===== src/rtl/wshb_arb_pkg.sv =====
// Shared types and constants for the two-requester Wishbone arbiter.
package wshb_arb_pkg;

    typedef enum logic [1:0] {
        IDLE = 2'b00,
        GNT0 = 2'b01,
        GNT1 = 2'b10
    } arb_state_t;

    typedef logic req_idx_t;

    localparam req_idx_t    REQ0            = 1'b0;
    localparam req_idx_t    REQ1            = 1'b1;
    localparam int unsigned TIMEOUT_DEFAULT = 1024;

endpackage


===== src/rtl/wshb_if.sv =====
// Wishbone B4 bus bundle; master drives the request, slave drives the response.
interface wshb_if #(
    parameter int unsigned DATA_BYTES = 4
) ();

    logic                    cyc;
    logic                    stb;
    logic                    we;
    logic [31:0]             adr;
    logic [8*DATA_BYTES-1:0] dat_ms;
    logic [8*DATA_BYTES-1:0] dat_sm;
    logic [DATA_BYTES-1:0]   sel;
    logic [2:0]              cti;
    logic [1:0]              bte;
    logic                    ack;
    logic                    err;
    logic                    rty;

    modport master (
        output cyc, stb, we, adr, dat_ms, sel, cti, bte,
        input  dat_sm, ack, err, rty
    );

    modport slave (
        input  cyc, stb, we, adr, dat_ms, sel, cti, bte,
        output dat_sm, ack, err, rty
    );

endinterface


===== src/rtl/wshb_timeout.sv =====
// Stalled-strobe watchdog: flags expiry after TIMEOUT consecutive stalled cycles.
module wshb_timeout
    import wshb_arb_pkg::*;
#(
    parameter int unsigned TIMEOUT = TIMEOUT_DEFAULT
) (
    input  logic sys_clk,
    input  logic sys_rst,
    input  logic stall,
    input  logic clear,
    output logic expired
);

    localparam int unsigned CW = $clog2(TIMEOUT + 1);

    logic [CW-1:0] count;

    assign expired = (count == CW'(TIMEOUT));

    // Expiry itself returns err to the owner, so it restarts the count.
    always_ff @(posedge sys_clk or negedge sys_rst) begin
        if (!sys_rst) begin
            count <= '0;
        end else if (clear || !stall || expired) begin
            count <= '0;
        end else begin
            count <= count + CW'(1);
        end
    end

endmodule


===== src/rtl/wshb_arbiter2.sv =====
// Two-requester Wishbone arbiter, round-robin on ties, no pre-emption.
// Define WSHB_ARB_TIMEOUT_EN to build the stalled-strobe watchdog.
module wshb_arbiter2
    import wshb_arb_pkg::*;
#(
    parameter int unsigned TIMEOUT = TIMEOUT_DEFAULT
) (
    input  logic       sys_clk,
    input  logic       sys_rst,
    wshb_if.slave      wshb_ifs0,
    wshb_if.slave      wshb_ifs1,
    wshb_if.master     wshb_ifm,
    output logic [1:0] grant
);

    arb_state_t state;
    arb_state_t state_nxt;
    req_idx_t   last_grant;
    logic       own_stb;
    logic       expired;

    always_comb begin
        state_nxt = state;
        case (state)
            IDLE: begin
                if (wshb_ifs0.cyc && wshb_ifs1.cyc) begin
                    state_nxt = (last_grant == REQ1) ? GNT0 : GNT1;
                end else if (wshb_ifs0.cyc) begin
                    state_nxt = GNT0;
                end else if (wshb_ifs1.cyc) begin
                    state_nxt = GNT1;
                end
            end
            GNT0: if (!wshb_ifs0.cyc) state_nxt = wshb_ifs1.cyc ? GNT1 : IDLE;
            GNT1: if (!wshb_ifs1.cyc) state_nxt = wshb_ifs0.cyc ? GNT0 : IDLE;
            default: state_nxt = IDLE;
        endcase
    end

    always_ff @(posedge sys_clk or negedge sys_rst) begin
        if (!sys_rst) begin
            state      <= IDLE;
            last_grant <= REQ1;
            grant      <= '0;
        end else begin
            state <= state_nxt;
            case (state_nxt)
                GNT0: begin
                    grant      <= 2'b01;
                    last_grant <= REQ0;
                end
                GNT1: begin
                    grant      <= 2'b10;
                    last_grant <= REQ1;
                end
                default: grant <= '0;
            endcase
        end
    end

    always_comb begin
        wshb_ifm.cyc    = 1'b0;
        own_stb         = 1'b0;
        wshb_ifm.we     = 1'b0;
        wshb_ifm.adr    = '0;
        wshb_ifm.dat_ms = '0;
        wshb_ifm.sel    = '0;
        wshb_ifm.cti    = '0;
        wshb_ifm.bte    = '0;
        case (state)
            GNT0: begin
                wshb_ifm.cyc    = wshb_ifs0.cyc;
                own_stb         = wshb_ifs0.stb;
                wshb_ifm.we     = wshb_ifs0.we;
                wshb_ifm.adr    = wshb_ifs0.adr;
                wshb_ifm.dat_ms = wshb_ifs0.dat_ms;
                wshb_ifm.sel    = wshb_ifs0.sel;
                wshb_ifm.cti    = wshb_ifs0.cti;
                wshb_ifm.bte    = wshb_ifs0.bte;
            end
            GNT1: begin
                wshb_ifm.cyc    = wshb_ifs1.cyc;
                own_stb         = wshb_ifs1.stb;
                wshb_ifm.we     = wshb_ifs1.we;
                wshb_ifm.adr    = wshb_ifs1.adr;
                wshb_ifm.dat_ms = wshb_ifs1.dat_ms;
                wshb_ifm.sel    = wshb_ifs1.sel;
                wshb_ifm.cti    = wshb_ifs1.cti;
                wshb_ifm.bte    = wshb_ifs1.bte;
            end
            default: ;
        endcase
    end

    // A timed-out strobe is withdrawn from the slave in the cycle err is returned.
    assign wshb_ifm.stb = own_stb & ~expired;

    assign wshb_ifs0.ack    = (state == GNT0) & wshb_ifm.ack;
    assign wshb_ifs0.err    = (state == GNT0) & (wshb_ifm.err | expired);
    assign wshb_ifs0.rty    = (state == GNT0) & wshb_ifm.rty;
    assign wshb_ifs1.ack    = (state == GNT1) & wshb_ifm.ack;
    assign wshb_ifs1.err    = (state == GNT1) & (wshb_ifm.err | expired);
    assign wshb_ifs1.rty    = (state == GNT1) & wshb_ifm.rty;
    assign wshb_ifs0.dat_sm = wshb_ifm.dat_sm;
    assign wshb_ifs1.dat_sm = wshb_ifm.dat_sm;

`ifdef WSHB_ARB_TIMEOUT_EN
    wshb_timeout #(
        .TIMEOUT (TIMEOUT)
    ) u_timeout (
        .sys_clk (sys_clk),
        .sys_rst (sys_rst),
        .stall   (wshb_ifm.cyc & own_stb & ~(wshb_ifm.ack | wshb_ifm.err | wshb_ifm.rty)),
        .clear   (state_nxt != state),
        .expired (expired)
    );
`else
    assign expired = 1'b0;

    // TIMEOUT only has meaning with the watchdog built in.
    if (TIMEOUT == 0) begin : g_timeout_unused
    end
`endif

endmodule

===== src/flat_wrapper.sv =====
// flat-port wrapper written by rule: the top's interface ports become plain ports
module wshb_arbiter2_flat import wshb_arb_pkg::*;
#(
    parameter int unsigned TIMEOUT = TIMEOUT_DEFAULT
)
  (sys_clk, sys_rst, grant, wshb_ifs0_cyc, wshb_ifs0_stb, wshb_ifs0_we, wshb_ifs0_adr, wshb_ifs0_dat_ms, wshb_ifs0_sel, wshb_ifs0_cti, wshb_ifs0_bte, wshb_ifs0_dat_sm, wshb_ifs0_ack, wshb_ifs0_err, wshb_ifs0_rty, wshb_ifs1_cyc, wshb_ifs1_stb, wshb_ifs1_we, wshb_ifs1_adr, wshb_ifs1_dat_ms, wshb_ifs1_sel, wshb_ifs1_cti, wshb_ifs1_bte, wshb_ifs1_dat_sm, wshb_ifs1_ack, wshb_ifs1_err, wshb_ifs1_rty, wshb_ifm_cyc, wshb_ifm_stb, wshb_ifm_we, wshb_ifm_adr, wshb_ifm_dat_ms, wshb_ifm_sel, wshb_ifm_cti, wshb_ifm_bte, wshb_ifm_dat_sm, wshb_ifm_ack, wshb_ifm_err, wshb_ifm_rty);
  wshb_if wshb_ifs0_i ();
  wshb_if wshb_ifs1_i ();
  wshb_if wshb_ifm_i ();
  input  logic sys_clk;
  input  logic sys_rst;
  output logic [1:0] grant;
  input wire logic [$bits(wshb_ifs0_i.cyc)-1:0] wshb_ifs0_cyc;
  input wire logic [$bits(wshb_ifs0_i.stb)-1:0] wshb_ifs0_stb;
  input wire logic [$bits(wshb_ifs0_i.we)-1:0] wshb_ifs0_we;
  input wire logic [$bits(wshb_ifs0_i.adr)-1:0] wshb_ifs0_adr;
  input wire logic [$bits(wshb_ifs0_i.dat_ms)-1:0] wshb_ifs0_dat_ms;
  input wire logic [$bits(wshb_ifs0_i.sel)-1:0] wshb_ifs0_sel;
  input wire logic [$bits(wshb_ifs0_i.cti)-1:0] wshb_ifs0_cti;
  input wire logic [$bits(wshb_ifs0_i.bte)-1:0] wshb_ifs0_bte;
  output wire logic [$bits(wshb_ifs0_i.dat_sm)-1:0] wshb_ifs0_dat_sm;
  output wire logic [$bits(wshb_ifs0_i.ack)-1:0] wshb_ifs0_ack;
  output wire logic [$bits(wshb_ifs0_i.err)-1:0] wshb_ifs0_err;
  output wire logic [$bits(wshb_ifs0_i.rty)-1:0] wshb_ifs0_rty;
  input wire logic [$bits(wshb_ifs1_i.cyc)-1:0] wshb_ifs1_cyc;
  input wire logic [$bits(wshb_ifs1_i.stb)-1:0] wshb_ifs1_stb;
  input wire logic [$bits(wshb_ifs1_i.we)-1:0] wshb_ifs1_we;
  input wire logic [$bits(wshb_ifs1_i.adr)-1:0] wshb_ifs1_adr;
  input wire logic [$bits(wshb_ifs1_i.dat_ms)-1:0] wshb_ifs1_dat_ms;
  input wire logic [$bits(wshb_ifs1_i.sel)-1:0] wshb_ifs1_sel;
  input wire logic [$bits(wshb_ifs1_i.cti)-1:0] wshb_ifs1_cti;
  input wire logic [$bits(wshb_ifs1_i.bte)-1:0] wshb_ifs1_bte;
  output wire logic [$bits(wshb_ifs1_i.dat_sm)-1:0] wshb_ifs1_dat_sm;
  output wire logic [$bits(wshb_ifs1_i.ack)-1:0] wshb_ifs1_ack;
  output wire logic [$bits(wshb_ifs1_i.err)-1:0] wshb_ifs1_err;
  output wire logic [$bits(wshb_ifs1_i.rty)-1:0] wshb_ifs1_rty;
  output wire logic [$bits(wshb_ifm_i.cyc)-1:0] wshb_ifm_cyc;
  output wire logic [$bits(wshb_ifm_i.stb)-1:0] wshb_ifm_stb;
  output wire logic [$bits(wshb_ifm_i.we)-1:0] wshb_ifm_we;
  output wire logic [$bits(wshb_ifm_i.adr)-1:0] wshb_ifm_adr;
  output wire logic [$bits(wshb_ifm_i.dat_ms)-1:0] wshb_ifm_dat_ms;
  output wire logic [$bits(wshb_ifm_i.sel)-1:0] wshb_ifm_sel;
  output wire logic [$bits(wshb_ifm_i.cti)-1:0] wshb_ifm_cti;
  output wire logic [$bits(wshb_ifm_i.bte)-1:0] wshb_ifm_bte;
  input wire logic [$bits(wshb_ifm_i.dat_sm)-1:0] wshb_ifm_dat_sm;
  input wire logic [$bits(wshb_ifm_i.ack)-1:0] wshb_ifm_ack;
  input wire logic [$bits(wshb_ifm_i.err)-1:0] wshb_ifm_err;
  input wire logic [$bits(wshb_ifm_i.rty)-1:0] wshb_ifm_rty;
  assign wshb_ifs0_i.cyc = wshb_ifs0_cyc;
  assign wshb_ifs0_i.stb = wshb_ifs0_stb;
  assign wshb_ifs0_i.we = wshb_ifs0_we;
  assign wshb_ifs0_i.adr = wshb_ifs0_adr;
  assign wshb_ifs0_i.dat_ms = wshb_ifs0_dat_ms;
  assign wshb_ifs0_i.sel = wshb_ifs0_sel;
  assign wshb_ifs0_i.cti = wshb_ifs0_cti;
  assign wshb_ifs0_i.bte = wshb_ifs0_bte;
  assign wshb_ifs0_dat_sm = wshb_ifs0_i.dat_sm;
  assign wshb_ifs0_ack = wshb_ifs0_i.ack;
  assign wshb_ifs0_err = wshb_ifs0_i.err;
  assign wshb_ifs0_rty = wshb_ifs0_i.rty;
  assign wshb_ifs1_i.cyc = wshb_ifs1_cyc;
  assign wshb_ifs1_i.stb = wshb_ifs1_stb;
  assign wshb_ifs1_i.we = wshb_ifs1_we;
  assign wshb_ifs1_i.adr = wshb_ifs1_adr;
  assign wshb_ifs1_i.dat_ms = wshb_ifs1_dat_ms;
  assign wshb_ifs1_i.sel = wshb_ifs1_sel;
  assign wshb_ifs1_i.cti = wshb_ifs1_cti;
  assign wshb_ifs1_i.bte = wshb_ifs1_bte;
  assign wshb_ifs1_dat_sm = wshb_ifs1_i.dat_sm;
  assign wshb_ifs1_ack = wshb_ifs1_i.ack;
  assign wshb_ifs1_err = wshb_ifs1_i.err;
  assign wshb_ifs1_rty = wshb_ifs1_i.rty;
  assign wshb_ifm_cyc = wshb_ifm_i.cyc;
  assign wshb_ifm_stb = wshb_ifm_i.stb;
  assign wshb_ifm_we = wshb_ifm_i.we;
  assign wshb_ifm_adr = wshb_ifm_i.adr;
  assign wshb_ifm_dat_ms = wshb_ifm_i.dat_ms;
  assign wshb_ifm_sel = wshb_ifm_i.sel;
  assign wshb_ifm_cti = wshb_ifm_i.cti;
  assign wshb_ifm_bte = wshb_ifm_i.bte;
  assign wshb_ifm_i.dat_sm = wshb_ifm_dat_sm;
  assign wshb_ifm_i.ack = wshb_ifm_ack;
  assign wshb_ifm_i.err = wshb_ifm_err;
  assign wshb_ifm_i.rty = wshb_ifm_rty;
  wshb_arbiter2 #(.TIMEOUT(TIMEOUT)) u_core (.sys_clk(sys_clk), .sys_rst(sys_rst), .wshb_ifs0(wshb_ifs0_i), .wshb_ifs1(wshb_ifs1_i), .wshb_ifm(wshb_ifm_i), .grant(grant));
endmodule

===== config.mk =====
export PLATFORM = sky130hd
export DESIGN_NAME = wshb_arbiter2_flat
export DESIGN_NICKNAME = d
export VERILOG_FILES = /design/src/rtl/wshb_arb_pkg.sv /design/src/rtl/wshb_if.sv /design/src/rtl/wshb_timeout.sv /design/src/rtl/wshb_arbiter2.sv /design/src/flat_wrapper.sv
export SDC_FILE = /design/constraint.sdc
export NUM_CORES = 1
export LEC_CHECK = 0
export ABC_AREA = 1
export BUFFER_PORTS_ARGS = -buffer_cell sky130_fd_sc_hd__buf_2
export CORE_AREA = 8 8 124 126
export CTS_BUF_LIST = sky130_fd_sc_hd__clkbuf_4
export DETAILED_ROUTE_END_ITERATION = 6
export DIE_AREA = 0 0 132 134
export SYNTH_ARGS = -nofsm -noshare
export SYNTH_HDL_FRONTEND = slang
export SYNTH_HIERARCHICAL = 1
export SYNTH_SLANG_ARGS = --single-unit

===== constraint.sdc =====
create_clock -name sys_clk -period 2.8 [get_ports sys_clk]
set_clock_uncertainty 0.1 [all_clocks]
set_input_delay 0.28 -clock sys_clk [delete_from_list [all_inputs] [get_ports sys_clk]]
set_output_delay 0.28 -clock sys_clk [all_outputs]
set_load 0.03 [all_outputs]

==> impl_metrics.py <==
metrics = {
    "sta": {
        "setup_viol": 0,
        "slew_viol_final": 0,
        "fin_setup_tns_ps": 0,
        "fin_crit_sh_pct": 84.1,
        "whs_ps": 281,
        "finalCriticalPeriod_ps": 2350,
        "slew_headroom_pct": 72.4,
        "max_freq_ghz": 0.425,
        "final_hold_viol_count": 0,
        "worst_pin_slew_ps": 414,
        "rsz0062_at_grt": "no",
    },
    "synthesis": {
        "synth.largest_area_cell": "nand2_1",
        "syn_area_um2": 1970,
        "ys_types": 14,
        "syn-num-nets": 568,
        "synth_seq_cells": 5,
        "synth_top_area_share_pct": 32.4,
        "syn_inst": 372,
        "yosys_warnings": 6,
        "synthTopCellsByArea": "nand2_1 (32%), buf_4 (27%), a21oi_1 (20%), dfrtp_1 (5.1%), ha_1 (4.4%)",
        "synth_area_per_cell_um2": 5.30,
        "ys_seq_area_share_pct": 6.41,
    },
    "cts": {
        "htree_levels": 1,
        "clk_latency_ps": 240,
        "tritoncts": "built",
        "numClockSinks": 5,
        "cts_buffer_depth": 2,
        "clock-root-buffer": "clkbuf_4",
        "cts_buffers": 3,
        "cts.clk_slew.worst_paths_ps": 50,
        "cts_setup_buffers": 0,
    },
    "placement": {
        "routabilityCongestion": 0.785,
        "place_hpwl_um": 8120,
        "place_area_um2": 2820,
        "dp.cells": 709,
        "portBuffers": 240,
    },
    "routing": {
        "wl_per_cell_um": 13.1,
        "via_per_inst": 3.93,
        "drt_iter0_drc": 91,
        "vias": 2805,
        "drc": 0,
        "drt-total-wl_um": 9320,
        "dr.pass1.iters": 4,
        "ant_nets": 0,
    },
    "global_route": {
        "grt_pass1_wl_um": 14200,
        "grt_overflow": 0,
        "grt_max_degree": 41,
        "antenna_found_initial": 0,
        "track_usage_pct": 9.44,
        "grt_pass1_vias": 2784,
    },
    "job": {
        "drv_cap": 0,
    },
    "floorplanning": {
        "rows": 43,
        "io_pins": 337,
        "die_h_um": 134,
        "initial_core_util_pct": 14.6,
        "fp.dieW_um": 132,
        "core-area_um2": 13500,
        "die_area_um2": 17700,
    },
    "power": {
        "p_per_area_nw_per_um2": 939,
        "p_leak_nw": 1.62,
        "vdd.ir_drop.worst_v": 0.000400,
    },
    "critical_path": {
        "required_ps": 2420,
        "critPathKind": "register to output pin",
        "slowest_stage": "dfrtp_1",
        "path_cells": "inv_1, ha_2, buf_4, nand2_1, a21oi_1, buf_2",
        "rr_endpoint": "u_core/last_grant",
        "cp.depth": 6,
        "critPathArrivalTime_ps": 1970,
        "cp_num_buf_inv": 3,
        "cpPeakStageDelay_ps": 420,
        "crit-reg2reg-launch": "u_core/state[0]",
        "startpoint": "u_core/state[1]",
        "start_kind": "register",
        "ff2ff_setup_slack_ps": 820,
        "crit_fanout": 40,
        "critPathCaptureType": "output pin",
        "critical-path-top-delay-family": "buffers and inverters",
        "rr_worst_depth": 8,
    },
    "finish": {
        "post-route-util_pct": 21.2,
        "syn2layout_area_growth_pct": 45.2,
        "drive_gt1_share_pct": 47.8,
        "stdcell_count": 714,
        "finalNetCount": 731,
        "num_antenna_cells": 0,
        "mostFrequentLayoutCell": "buf_2",
        "final_area_um2": 2860,
        "most-common-layout-cells": "buf_2 (240), nand2_1 (170), a21oi_1 (78)",
    },
    "worst_hold_path": {
        "hold_path.class": "input pin to asynchronous set/reset pin",
    },
    "outcome": {
        "status": "finished clean",
    },
}
==> routing by layer <==
layer | part of all wire (%) | vias up | track usage, %
met2 | 49 | 213 | 17.0
met3 | 14 | 14 | 4.67
met4 | 1.5 | 0 | 2.43
li1 | - | 1430 | -
met5 | 0 | - | 0
met1 | 36 | 1148 | 9.53
==> area by class of cell <==
type,count,area [um^2]
sequential,5,126
fill,1594,10600
clock buffer,4,30.0
inverter,13,48.8
timing repair buffer,247,1260
multi-input combinational,265,1170
tap,180,225
==> what timing repair did <==
| action | CTS | global route |
|---|---|---|
| hold buffers | 1 | 0 |
| hold endpoints to repair | 5 | 0 |
| gates resized for setup | 0 | 0 |
==> cell usage after synthesis <==
master and instances:
nand2_1 170, a21oi_1 78, buf_4 71, buf_2 14
inv_1 13, ha_1 7, nand3_1 5, dfrtp_1 4
clkbuf_1 3, nor2_1 2, o21ai_0 2, buf_6 1
dfstp_2 1, mux2_2 1
==> worst max path at each step <==
stage	end	slack, ps
floorplan	wshb_ifm_adr[0]	810
global placement	wshb_ifm_dat_ms[26]	750
detailed placement	wshb_ifm_dat_ms[26]	700
CTS	wshb_ifm_dat_ms[26]	430
global route	wshb_ifm_adr[24]	280
finish	wshb_ifm_dat_ms[26]	450
==> sequential cells by signal (all words and copies together) (netlist names) <==
signal and cells:
u_core/grant 2, u_core/state 2, u_core/last_grant 1
==> through the flow <==
step           worst slack [ps]  power, mW
3_3_place_gp                751       2.62
6_report                    445       2.69
2_1_floorplan               809       2.14
5_1_grt                     277       2.95
3_5_place_dp                700       2.62
4_1_cts                     435       2.72
==> kinds of logic after synthesis <==
| family | Yosys count | synth area share [%] |
|---|---|---|
| compound gates | 80 | 20.3 |
| fa+ha+maj | 7 | 4.44 |
| buf+inv | 102 | 34.2 |
| flops | 5 | 6.41 |
| mux | 1 | 0.571 |
| simple gates | 177 | 34.0 |
==> power breakdown <==
group | internal [mW] | total, mW | switching (mW)
sequential | 0.105 | 0.128 | 0.0222
combinational | 0.664 | 2.47 | 1.80
clock | 0.0635 | 0.0920 | 0.0285
Note: power is estimated with default switching activity, not from simulation.
